==> src/rtl/mem_port_arbiter_pkg.sv <==
// Shared types and widths for the IF/MEM SRAM port arbiter.
// The optional ARB_PERF_CNT_EN build uses sat_inc32 for its stall counters.
package arm_mem_pkg;

  localparam int unsigned DEF_ADDR_W = 32;
  localparam int unsigned DEF_DATA_W = 32;
  localparam int unsigned CNT_W      = 4;

  typedef enum logic [1:0] {
    IDLE   = 2'd0,
    ACCESS = 2'd1,
    RESP   = 2'd2
  } arb_state_e;

  typedef enum logic [1:0] {
    GNT_NONE = 2'd0,
    GNT_IF   = 2'd1,
    GNT_MEM  = 2'd2
  } arb_grant_e;

  function automatic logic [31:0] sat_inc32(input logic [31:0] v);
    return (v == 32'hFFFF_FFFF) ? v : (v + 32'd1);
  endfunction

endpackage

==> src/rtl/mem_port_arbiter_if.sv <==
// Requester, SRAM and freeze signal bundle of mem_port_arbiter.
// The arbiter uses the slave modport; its environment uses master.
interface mem_port_arbiter_if
  import arm_mem_pkg::*;
#(
  parameter int unsigned ADDR_W = DEF_ADDR_W,
  parameter int unsigned DATA_W = DEF_DATA_W
);
  logic              if_req;
  logic [ADDR_W-1:0] if_addr;
  logic [DATA_W-1:0] if_rdata;
  logic              if_ready;
  logic              mem_req;
  logic              mem_we;
  logic [ADDR_W-1:0] mem_addr;
  logic [DATA_W-1:0] mem_wdata;
  logic [DATA_W-1:0] mem_rdata;
  logic              mem_ready;
  logic              sram_en;
  logic              sram_we;
  logic [ADDR_W-1:0] sram_addr;
  logic [DATA_W-1:0] sram_wdata;
  logic [DATA_W-1:0] sram_rdata;
  logic              if_freeze;
  logic              mem_freeze;

  modport slave (
    input  if_req, if_addr, mem_req, mem_we, mem_addr, mem_wdata, sram_rdata,
    output if_rdata, if_ready, mem_rdata, mem_ready,
    output sram_en, sram_we, sram_addr, sram_wdata, if_freeze, mem_freeze
  );

  modport master (
    output if_req, if_addr, mem_req, mem_we, mem_addr, mem_wdata, sram_rdata,
    input  if_rdata, if_ready, mem_rdata, mem_ready,
    input  sram_en, sram_we, sram_addr, sram_wdata, if_freeze, mem_freeze
  );
endinterface

==> src/rtl/mem_port_arbiter_wait_counter.sv <==
// Loadable down-counter that times the SRAM access window; zero marks
// the last access cycle.
module arb_wait_counter
  import arm_mem_pkg::*;
(
  input  logic             clk,
  input  logic             rst,
  input  logic             load,
  input  logic [CNT_W-1:0] load_val,
  input  logic             en,
  output logic             zero
);
  logic [CNT_W-1:0] cnt_q;
  logic [CNT_W-1:0] cnt_d;

  // load has priority; otherwise count down and hold at zero
  always_comb begin
    cnt_d = cnt_q;
    if (load) begin
      cnt_d = load_val;
    end else if (en && (cnt_q != {CNT_W{1'b0}})) begin
      cnt_d = cnt_q - CNT_W'(1);
    end else begin
      cnt_d = cnt_q;
    end
  end

  // counter register
  always_ff @(posedge clk) begin
    if (rst) begin
      cnt_q <= {CNT_W{1'b0}};
    end else begin
      cnt_q <= cnt_d;
    end
  end

  assign zero = (cnt_q == {CNT_W{1'b0}});
endmodule

==> src/rtl/mem_port_arbiter.sv <==
// Shares one fixed-latency SRAM between IF fetches and MEM loads/stores.
// Optional ARB_PERF_CNT_EN adds saturating per-stage stall counters.
module mem_port_arbiter
  import arm_mem_pkg::*;
#(
  parameter int unsigned ADDR_W      = DEF_ADDR_W,
  parameter int unsigned DATA_W      = DEF_DATA_W,
  parameter int unsigned MEM_LATENCY = 4
) (
  input  logic              clk,
  input  logic              rst,
  mem_port_arbiter_if.slave bus
`ifdef ARB_PERF_CNT_EN
  ,
  output logic [31:0]       if_stall_cnt,
  output logic [31:0]       mem_stall_cnt
`endif
);
  localparam logic [CNT_W-1:0] WAIT_LOAD = CNT_W'(MEM_LATENCY - 1);

  arb_state_e        state_q, state_d;
  arb_grant_e        grant_q, grant_d;
  logic [ADDR_W-1:0] addr_q, addr_d;
  logic              we_q, we_d;
  logic [DATA_W-1:0] wdata_q, wdata_d;
  logic [DATA_W-1:0] rdata_q, rdata_d;
  logic              cnt_load_s, cnt_en_s, cnt_zero_s;
  logic              sram_en_q, sram_en_d, sram_we_q, sram_we_d;
  logic [ADDR_W-1:0] sram_addr_q, sram_addr_d;
  logic [DATA_W-1:0] sram_wdata_q, sram_wdata_d;
  logic              if_ready_q, if_ready_d, mem_ready_q, mem_ready_d;
  logic              mem_freeze_s;

  assign cnt_load_s = (state_q == IDLE) && (state_d == ACCESS);
  assign cnt_en_s   = (state_q == ACCESS);

  arb_wait_counter u_wait (
    .clk      (clk),
    .rst      (rst),
    .load     (cnt_load_s),
    .load_val (WAIT_LOAD),
    .en       (cnt_en_s),
    .zero     (cnt_zero_s)
  );

  // state, grant, latched request and captured response
  always_ff @(posedge clk) begin
    if (rst) begin
      state_q <= IDLE;
      grant_q <= GNT_NONE;
      addr_q  <= {ADDR_W{1'b0}};
      we_q    <= 1'b0;
      wdata_q <= {DATA_W{1'b0}};
      rdata_q <= {DATA_W{1'b0}};
    end else begin
      state_q <= state_d;
      grant_q <= grant_d;
      addr_q  <= addr_d;
      we_q    <= we_d;
      wdata_q <= wdata_d;
      rdata_q <= rdata_d;
    end
  end

  // next state; MEM wins a tie because it holds the older instruction
  always_comb begin
    state_d = state_q;
    grant_d = grant_q;
    addr_d  = addr_q;
    we_d    = we_q;
    wdata_d = wdata_q;
    rdata_d = rdata_q;
    case (state_q)
      IDLE: begin
        if (bus.mem_req) begin
          state_d = ACCESS;
          grant_d = GNT_MEM;
          addr_d  = bus.mem_addr;
          we_d    = bus.mem_we;
          wdata_d = bus.mem_wdata;
        end else if (bus.if_req) begin
          state_d = ACCESS;
          grant_d = GNT_IF;
          addr_d  = bus.if_addr;
          we_d    = 1'b0;
        end else begin
          state_d = IDLE;
          grant_d = GNT_NONE;
        end
      end
      ACCESS: begin
        if (cnt_zero_s) begin
          state_d = RESP;
          rdata_d = bus.sram_rdata;
        end else begin
          state_d = ACCESS;
        end
      end
      RESP:    state_d = IDLE;
      default: begin
        state_d = IDLE;
        grant_d = GNT_NONE;
      end
    endcase
  end

  // outputs decoded from the next state so they leave the flops cleanly
  always_comb begin
    sram_en_d    = 1'b0;
    sram_we_d    = 1'b0;
    sram_addr_d  = {ADDR_W{1'b0}};
    sram_wdata_d = {DATA_W{1'b0}};
    if_ready_d   = 1'b0;
    mem_ready_d  = 1'b0;
    case (state_d)
      ACCESS: begin
        sram_en_d    = 1'b1;
        sram_we_d    = we_d;
        sram_addr_d  = addr_d;
        sram_wdata_d = wdata_d;
      end
      RESP: begin
        if_ready_d  = (grant_d == GNT_IF);
        mem_ready_d = (grant_d == GNT_MEM);
      end
      IDLE:    begin end
      default: begin end
    endcase
  end

  // output registers
  always_ff @(posedge clk) begin
    if (rst) begin
      sram_en_q    <= 1'b0;
      sram_we_q    <= 1'b0;
      sram_addr_q  <= {ADDR_W{1'b0}};
      sram_wdata_q <= {DATA_W{1'b0}};
      if_ready_q   <= 1'b0;
      mem_ready_q  <= 1'b0;
    end else begin
      sram_en_q    <= sram_en_d;
      sram_we_q    <= sram_we_d;
      sram_addr_q  <= sram_addr_d;
      sram_wdata_q <= sram_wdata_d;
      if_ready_q   <= if_ready_d;
      mem_ready_q  <= mem_ready_d;
    end
  end

  assign bus.sram_en    = sram_en_q;
  assign bus.sram_we    = sram_we_q;
  assign bus.sram_addr  = sram_addr_q;
  assign bus.sram_wdata = sram_wdata_q;
  assign bus.if_ready   = if_ready_q;
  assign bus.mem_ready  = mem_ready_q;
  assign bus.if_rdata   = rdata_q;
  assign bus.mem_rdata  = rdata_q;

  assign mem_freeze_s   = bus.mem_req & ~mem_ready_q;
  assign bus.mem_freeze = mem_freeze_s;
  assign bus.if_freeze  = (bus.if_req & ~if_ready_q) | mem_freeze_s;

`ifdef ARB_PERF_CNT_EN
  logic [31:0] if_stall_q, if_stall_d, mem_stall_q, mem_stall_d;

  // stall counters advance on every frozen cycle and saturate
  always_comb begin
    if_stall_d  = bus.if_freeze ? sat_inc32(if_stall_q) : if_stall_q;
    mem_stall_d = mem_freeze_s ? sat_inc32(mem_stall_q) : mem_stall_q;
  end

  // stall counter registers
  always_ff @(posedge clk) begin
    if (rst) begin
      if_stall_q  <= 32'd0;
      mem_stall_q <= 32'd0;
    end else begin
      if_stall_q  <= if_stall_d;
      mem_stall_q <= mem_stall_d;
    end
  end

  assign if_stall_cnt  = if_stall_q;
  assign mem_stall_cnt = mem_stall_q;
`endif
endmodule
==> src/flat_wrapper.sv <==
// flat-port wrapper written by rule: the top's interface ports become plain ports
module mem_port_arbiter_flat import arm_mem_pkg::*;
#(
  parameter int unsigned ADDR_W      = DEF_ADDR_W,
  parameter int unsigned DATA_W      = DEF_DATA_W,
  parameter int unsigned MEM_LATENCY = 4
)
  (clk, rst, bus_if_req, bus_if_addr, bus_mem_req, bus_mem_we, bus_mem_addr, bus_mem_wdata, bus_sram_rdata, bus_if_rdata, bus_if_ready, bus_mem_rdata, bus_mem_ready, bus_sram_en, bus_sram_we, bus_sram_addr, bus_sram_wdata, bus_if_freeze, bus_mem_freeze);
  mem_port_arbiter_if #(.ADDR_W(ADDR_W), .DATA_W(DATA_W)) bus_i ();
  input  logic clk;
  input  logic rst;
  input wire logic [$bits(bus_i.if_req)-1:0] bus_if_req;
  input wire logic [$bits(bus_i.if_addr)-1:0] bus_if_addr;
  input wire logic [$bits(bus_i.mem_req)-1:0] bus_mem_req;
  input wire logic [$bits(bus_i.mem_we)-1:0] bus_mem_we;
  input wire logic [$bits(bus_i.mem_addr)-1:0] bus_mem_addr;
  input wire logic [$bits(bus_i.mem_wdata)-1:0] bus_mem_wdata;
  input wire logic [$bits(bus_i.sram_rdata)-1:0] bus_sram_rdata;
  output wire logic [$bits(bus_i.if_rdata)-1:0] bus_if_rdata;
  output wire logic [$bits(bus_i.if_ready)-1:0] bus_if_ready;
  output wire logic [$bits(bus_i.mem_rdata)-1:0] bus_mem_rdata;
  output wire logic [$bits(bus_i.mem_ready)-1:0] bus_mem_ready;
  output wire logic [$bits(bus_i.sram_en)-1:0] bus_sram_en;
  output wire logic [$bits(bus_i.sram_we)-1:0] bus_sram_we;
  output wire logic [$bits(bus_i.sram_addr)-1:0] bus_sram_addr;
  output wire logic [$bits(bus_i.sram_wdata)-1:0] bus_sram_wdata;
  output wire logic [$bits(bus_i.if_freeze)-1:0] bus_if_freeze;
  output wire logic [$bits(bus_i.mem_freeze)-1:0] bus_mem_freeze;
  assign bus_i.if_req = bus_if_req;
  assign bus_i.if_addr = bus_if_addr;
  assign bus_i.mem_req = bus_mem_req;
  assign bus_i.mem_we = bus_mem_we;
  assign bus_i.mem_addr = bus_mem_addr;
  assign bus_i.mem_wdata = bus_mem_wdata;
  assign bus_i.sram_rdata = bus_sram_rdata;
  assign bus_if_rdata = bus_i.if_rdata;
  assign bus_if_ready = bus_i.if_ready;
  assign bus_mem_rdata = bus_i.mem_rdata;
  assign bus_mem_ready = bus_i.mem_ready;
  assign bus_sram_en = bus_i.sram_en;
  assign bus_sram_we = bus_i.sram_we;
  assign bus_sram_addr = bus_i.sram_addr;
  assign bus_sram_wdata = bus_i.sram_wdata;
  assign bus_if_freeze = bus_i.if_freeze;
  assign bus_mem_freeze = bus_i.mem_freeze;
  mem_port_arbiter #(.ADDR_W(ADDR_W), .DATA_W(DATA_W), .MEM_LATENCY(MEM_LATENCY)) u_core (.clk(clk), .rst(rst), .bus(bus_i));
endmodule
==> config.mk <==
export PLATFORM = sky130hd
export DESIGN_NAME = mem_port_arbiter_flat
export DESIGN_NICKNAME = d
export VERILOG_FILES = /design/src/rtl/mem_port_arbiter_pkg.sv /design/src/rtl/mem_port_arbiter_if.sv /design/src/rtl/mem_port_arbiter_wait_counter.sv /design/src/rtl/mem_port_arbiter.sv /design/src/flat_wrapper.sv
export SDC_FILE = /design/constraint.sdc
export NUM_CORES = 1
export LEC_CHECK = 0
export CORE_MARGIN = 2
export CORE_UTILIZATION = 38
export DETAILED_ROUTE_END_ITERATION = 10
export PLACE_DENSITY = 0.76
export REMOVE_ABC_BUFFERS = 1
export SYNTH_ARGS = -nofsm -noshare
export SYNTH_HDL_FRONTEND = slang
export SYNTH_SLANG_ARGS = --single-unit
export TNS_END_PERCENT = 5
==> constraint.sdc <==
create_clock -name clk -period 1.6 [get_ports clk]
set_input_delay 0.32 -clock clk [delete_from_list [all_inputs] [get_ports clk]]
set_output_delay 0.32 -clock clk [all_outputs]
set_load 0.01 [all_outputs]
==> run summary <==
=================================================================================
IR Drop Worst-Case VDD                                                   0.767 mV
End point of the worst hold path                                     u_core.u_wait.cnt_q[0]
Comb power frac                                                             0.220
Total negative setup slack                                              -0.172 ns
Std-Cell Rows                                                                  46
Final-report hold violation count                                               0
Average routed wire per standard cell                                     15.7 um
Length in cells of the worst reg-to-reg path                                    7
Worst slew pin tran                                                      0.434 ns
Cell leakage power                                                     0.00448 uW
Top library cells by usage in the layout, fill and taps aside        sky130_fd_sc_hd__dfxtp_1, sky130_fd_sc_hd__clkdlybuf4s50_1, sky130_fd_sc_hd__a21oi_1, sky130_fd_sc_hd__nand2_1, sky130_fd_sc_hd__dlygate4sd2_1
Final Cycle Share                                                            1.01
Layout-stage area growth over the synthesis result                          59.7%
Number of distinct library cells after synthesis                               37
R2R setup slack                                                          -0.02 ns
Worst reg2reg path startpoint                                        u_core.u_wait.cnt_q[1]
Result of the run                                                    finished with violations
CTS tree                                                                     done
RSZ-0062 raised after global routing                                          yes
Count of buffers from port buffering                                          266
Effective utilization at floorplan                                          0.389
Detailed-routing wirelength on met1                                       7440 um
Height of the die                                                          132 um
Highest Clock Rate                                                      0.619 GHz
Mean instance size in the synthesized netlist                           9.20 um^2
Worst Path Arrival                                                        1.89 ns
Die width                                                                  132 um
Flops & latches, synth                                                        173
Total power per unit cell area                                       1220 nW/um^2
Routability congestion estimate from global placement                       0.777
Sum of overflow across all layers after global routing                          0
CTS root buf                                                         sky130_fd_sc_hd__clkbuf_16
Sequential cell area fraction in the yosys report                           0.560
Reg2reg end                                                          u_core.bus.sram_wdata[24]
Maximum fanout encountered on the critical timing path                          8
Power Internal                                                            8990 uW
Critical path launch point type                                         flip-flop
Most common cell after layout, fill and taps aside                   sky130_fd_sc_hd__dfxtp_1
Area of the core                                                       15900 um^2
Post-synthesis instance area                                            6180 um^2
Clock Power Share                                                           0.379
Kind of critical path                                                flip-flop to flip-flop
WL met2                                                                   8920 um
Area share of the largest cell type after synthesis                         0.560
Total global-route track usage                                              0.190
Detailed placement HPWL                                                  11600 um
YS warnings                                                                     0
1st-iter DRT viols                                                            289
Vias after detailed routing                                                  5696
CTS HTree Levels                                                                4
Met3 WL post-DR                                                           1110 um
Clock network latency to the later pin of the worst-skew pair             0.41 ns
Final design area excluding fillers                                     9870 um^2
Count of final setup violators                                                 23
Pin count of the biggest net entering global routing                           95
Via count of the first global-routing pass                                   5468
Minimum period implied by the final worst setup slack                     1.62 ns
Critical Path Sink Type                                                 flip-flop
Remaining DRCs                                                                  0
Rel. slew slack                                                             0.710
Final layout net count                                                       1041
Library cell occupying the most area in the post-synthesis netlist   sky130_fd_sc_hd__dfxtp_1
Global-route wire length before repair                                   26700 um
Synth Instances                                                               672
Final slew viol count                                                           0
Maximum clock insertion buffer count                                            2
Maxcap violations                                                               0
Hold crit path type                                                  input port to flip-flop
Cell area after placement                                               9000 um^2
Power dissipated by switching net loads                                   3100 uW
Share of post-route cells with drive strength above 1                       0.112
Routed vias/inst                                                             5.03
Number of hold buffers added after CTS                                          0
Number of sinks on the clock net                                              173
Violated checks                                                      setup timing
DR pass1 iterations                                                             5
Leading post-synthesis cells by cell area                            sky130_fd_sc_hd__dfxtp_1, sky130_fd_sc_hd__a21oi_1, sky130_fd_sc_hd__nand2_1
Final critical-path setup slack                                        -0.0155 ns
Hold_sp                                                                       rst
Worst-path clk slew                                                       0.06 ns
Required time at the endpoint of the critical path                        1.88 ns
Number of antenna violations at the first check in global routing               0
Proportion of total power due to net switching                              0.256
Number of clock buffers inserted by TritonCTS                                  17
Utilization after layout                                                    0.622
Layout filler cell count                                                     1350
Boundary pin count                                                            267
Aggregate routed wire length                                             17800 um
Cell count of the worst hold path                                               2
Share of total power in sequential cells                                    0.401
Area of the die                                                        17300 um^2
Total design power                                                       12100 uW
DRT antenna net count                                                           0
Worst hold margin                                                        0.158 ns
Top layer in use                                                             met4
Diodes inserted                                                                 0
Maximum clock skew at final layout                                     0.00788 ns
=================================================================================
worst max-delay path, cell delays in order (launching register included):
cell	delay, ns
sky130_fd_sc_hd__dfxtp_2	0.32
sky130_fd_sc_hd__inv_2	0.06
sky130_fd_sc_hd__ha_4	0.13
sky130_fd_sc_hd__or3b_4	0.41
sky130_fd_sc_hd__a22oi_4	0.19
sky130_fd_sc_hd__buf_12	0.16
sky130_fd_sc_hd__clkbuf_16	0.16
sky130_fd_sc_hd__a211oi_1	0.05
cell type report:
class	instances	area, um^2	share of cell area
inverters	9	33.8	0.00342
repair buffers	300	3050	0.309
clock inverters	10	210	0.0213
flip-flops and latches	173	3470	0.352
well taps	216	270	0.0274
clock buffers	22	454	0.0460
multi-input cells	403	2380	0.241
cell usage after synthesis, drive strengths merged:
| library cell | number |
|---|---|
| a22oi | 2 |
| or3b | 1 |
| nor2 | 7 |
| nand2 | 132 |
| a32oi | 33 |
| nand4bb | 1 |
| clkbuf | 29 |
| a221oi | 3 |
| or4 | 1 |
| buf | 58 |
| ha | 4 |
| or2 | 1 |
| o21ai | 33 |
| inv | 9 |
| and2 | 2 |
| a21o | 1 |
| o22ai | 1 |
| a2111oi | 2 |
| nor2b | 3 |
| dfxtp | 173 |
| a311oi | 1 |
| and4b | 1 |
| o21a | 2 |
| nor4b | 1 |
| nor3 | 2 |
| a211oi | 33 |
| a21oi | 131 |
| mux2i | 1 |
| nor4bb | 1 |
| nand3 | 2 |
| nand4b | 1 |
sequential cells by signal, summed over array words and instances (netlist names), 2 cells and up:
register               cells
u_core.addr_q             32
u_core.bus.if_rdata       32
u_core.bus.sram_addr      32
u_core.bus.sram_wdata     32
u_core.wdata_q            32
u_core.u_wait.cnt_q        4
u_core.grant_q             2
u_core.state_q             2
kinds of logic after synthesis:
logic type,after synthesis,synth area share
adder cells (fa/ha/maj),4,0.00809
AND/OR/NAND/NOR,156,0.105
AO/OA/AOI/OAI,242,0.242
multiplexers,1,0.00162
buffers and inverters,96,0.0836
flip-flops,173,0.560
power by group through the flow:
| stage | Combinational, uW | Clock [uW] | Sequential [uW] |
|---|---|---|---|
| CTS | 2420 | 4660 | 4840 |
| finish | 2660 | 4580 | 4840 |
| global placement | 2510 | 0 | 4930 |
| detailed placement | 2530 | 0 | 4940 |
| global route | 2870 | 4870 | 4880 |
| floorplan | 877 | 0 | 5050 |
worst max path at each step:
stage	slack (ns)	endpoint	start	depth (start not counted)
detailed placement	-0.37	bus_if_freeze	bus_mem_req	4
floorplan	-1.74	u_core.bus.if_rdata[0]	u_core.state_q[1]	5
CTS	-0.04	u_core.bus.sram_addr[26]	u_core.u_wait.cnt_q[0]	6
global route	-0.07	u_core.bus.sram_wdata[3]	u_core.u_wait.cnt_q[1]	7
finish	-0.02	u_core.bus.sram_wdata[24]	u_core.u_wait.cnt_q[1]	7
global placement	-0.35	bus_if_freeze	bus_mem_req	4
timing repair:
item / in CTS / in global routing
endpoints found under the hold margin: 0 / 0
cloned: 0 / 4
endpoints found under the setup margin: 200 / 158
setup buffers: 0 / 1
gates resized for setup: 118 / 58
pin swaps: 1 / 3
stage by stage:
step | setup slack, ns | std cells
3_5_place_dp | -0.369 | 1096
3_3_place_gp | -0.353 | 1096
2_1_floorplan | -1.74 | 585
5_1_grt | -0.0655 | 1133
6_report | -0.0155 | 1133
4_1_cts | -0.0418 | 1128
metal layers:
layer	track usage	vias to the layer above
met3	0.0571	28
met1	0.214	2658
met2	0.337	215
met4	0.0749	0
met5	0	-
li1	-	2795
(Power assumes the default switching activity.)
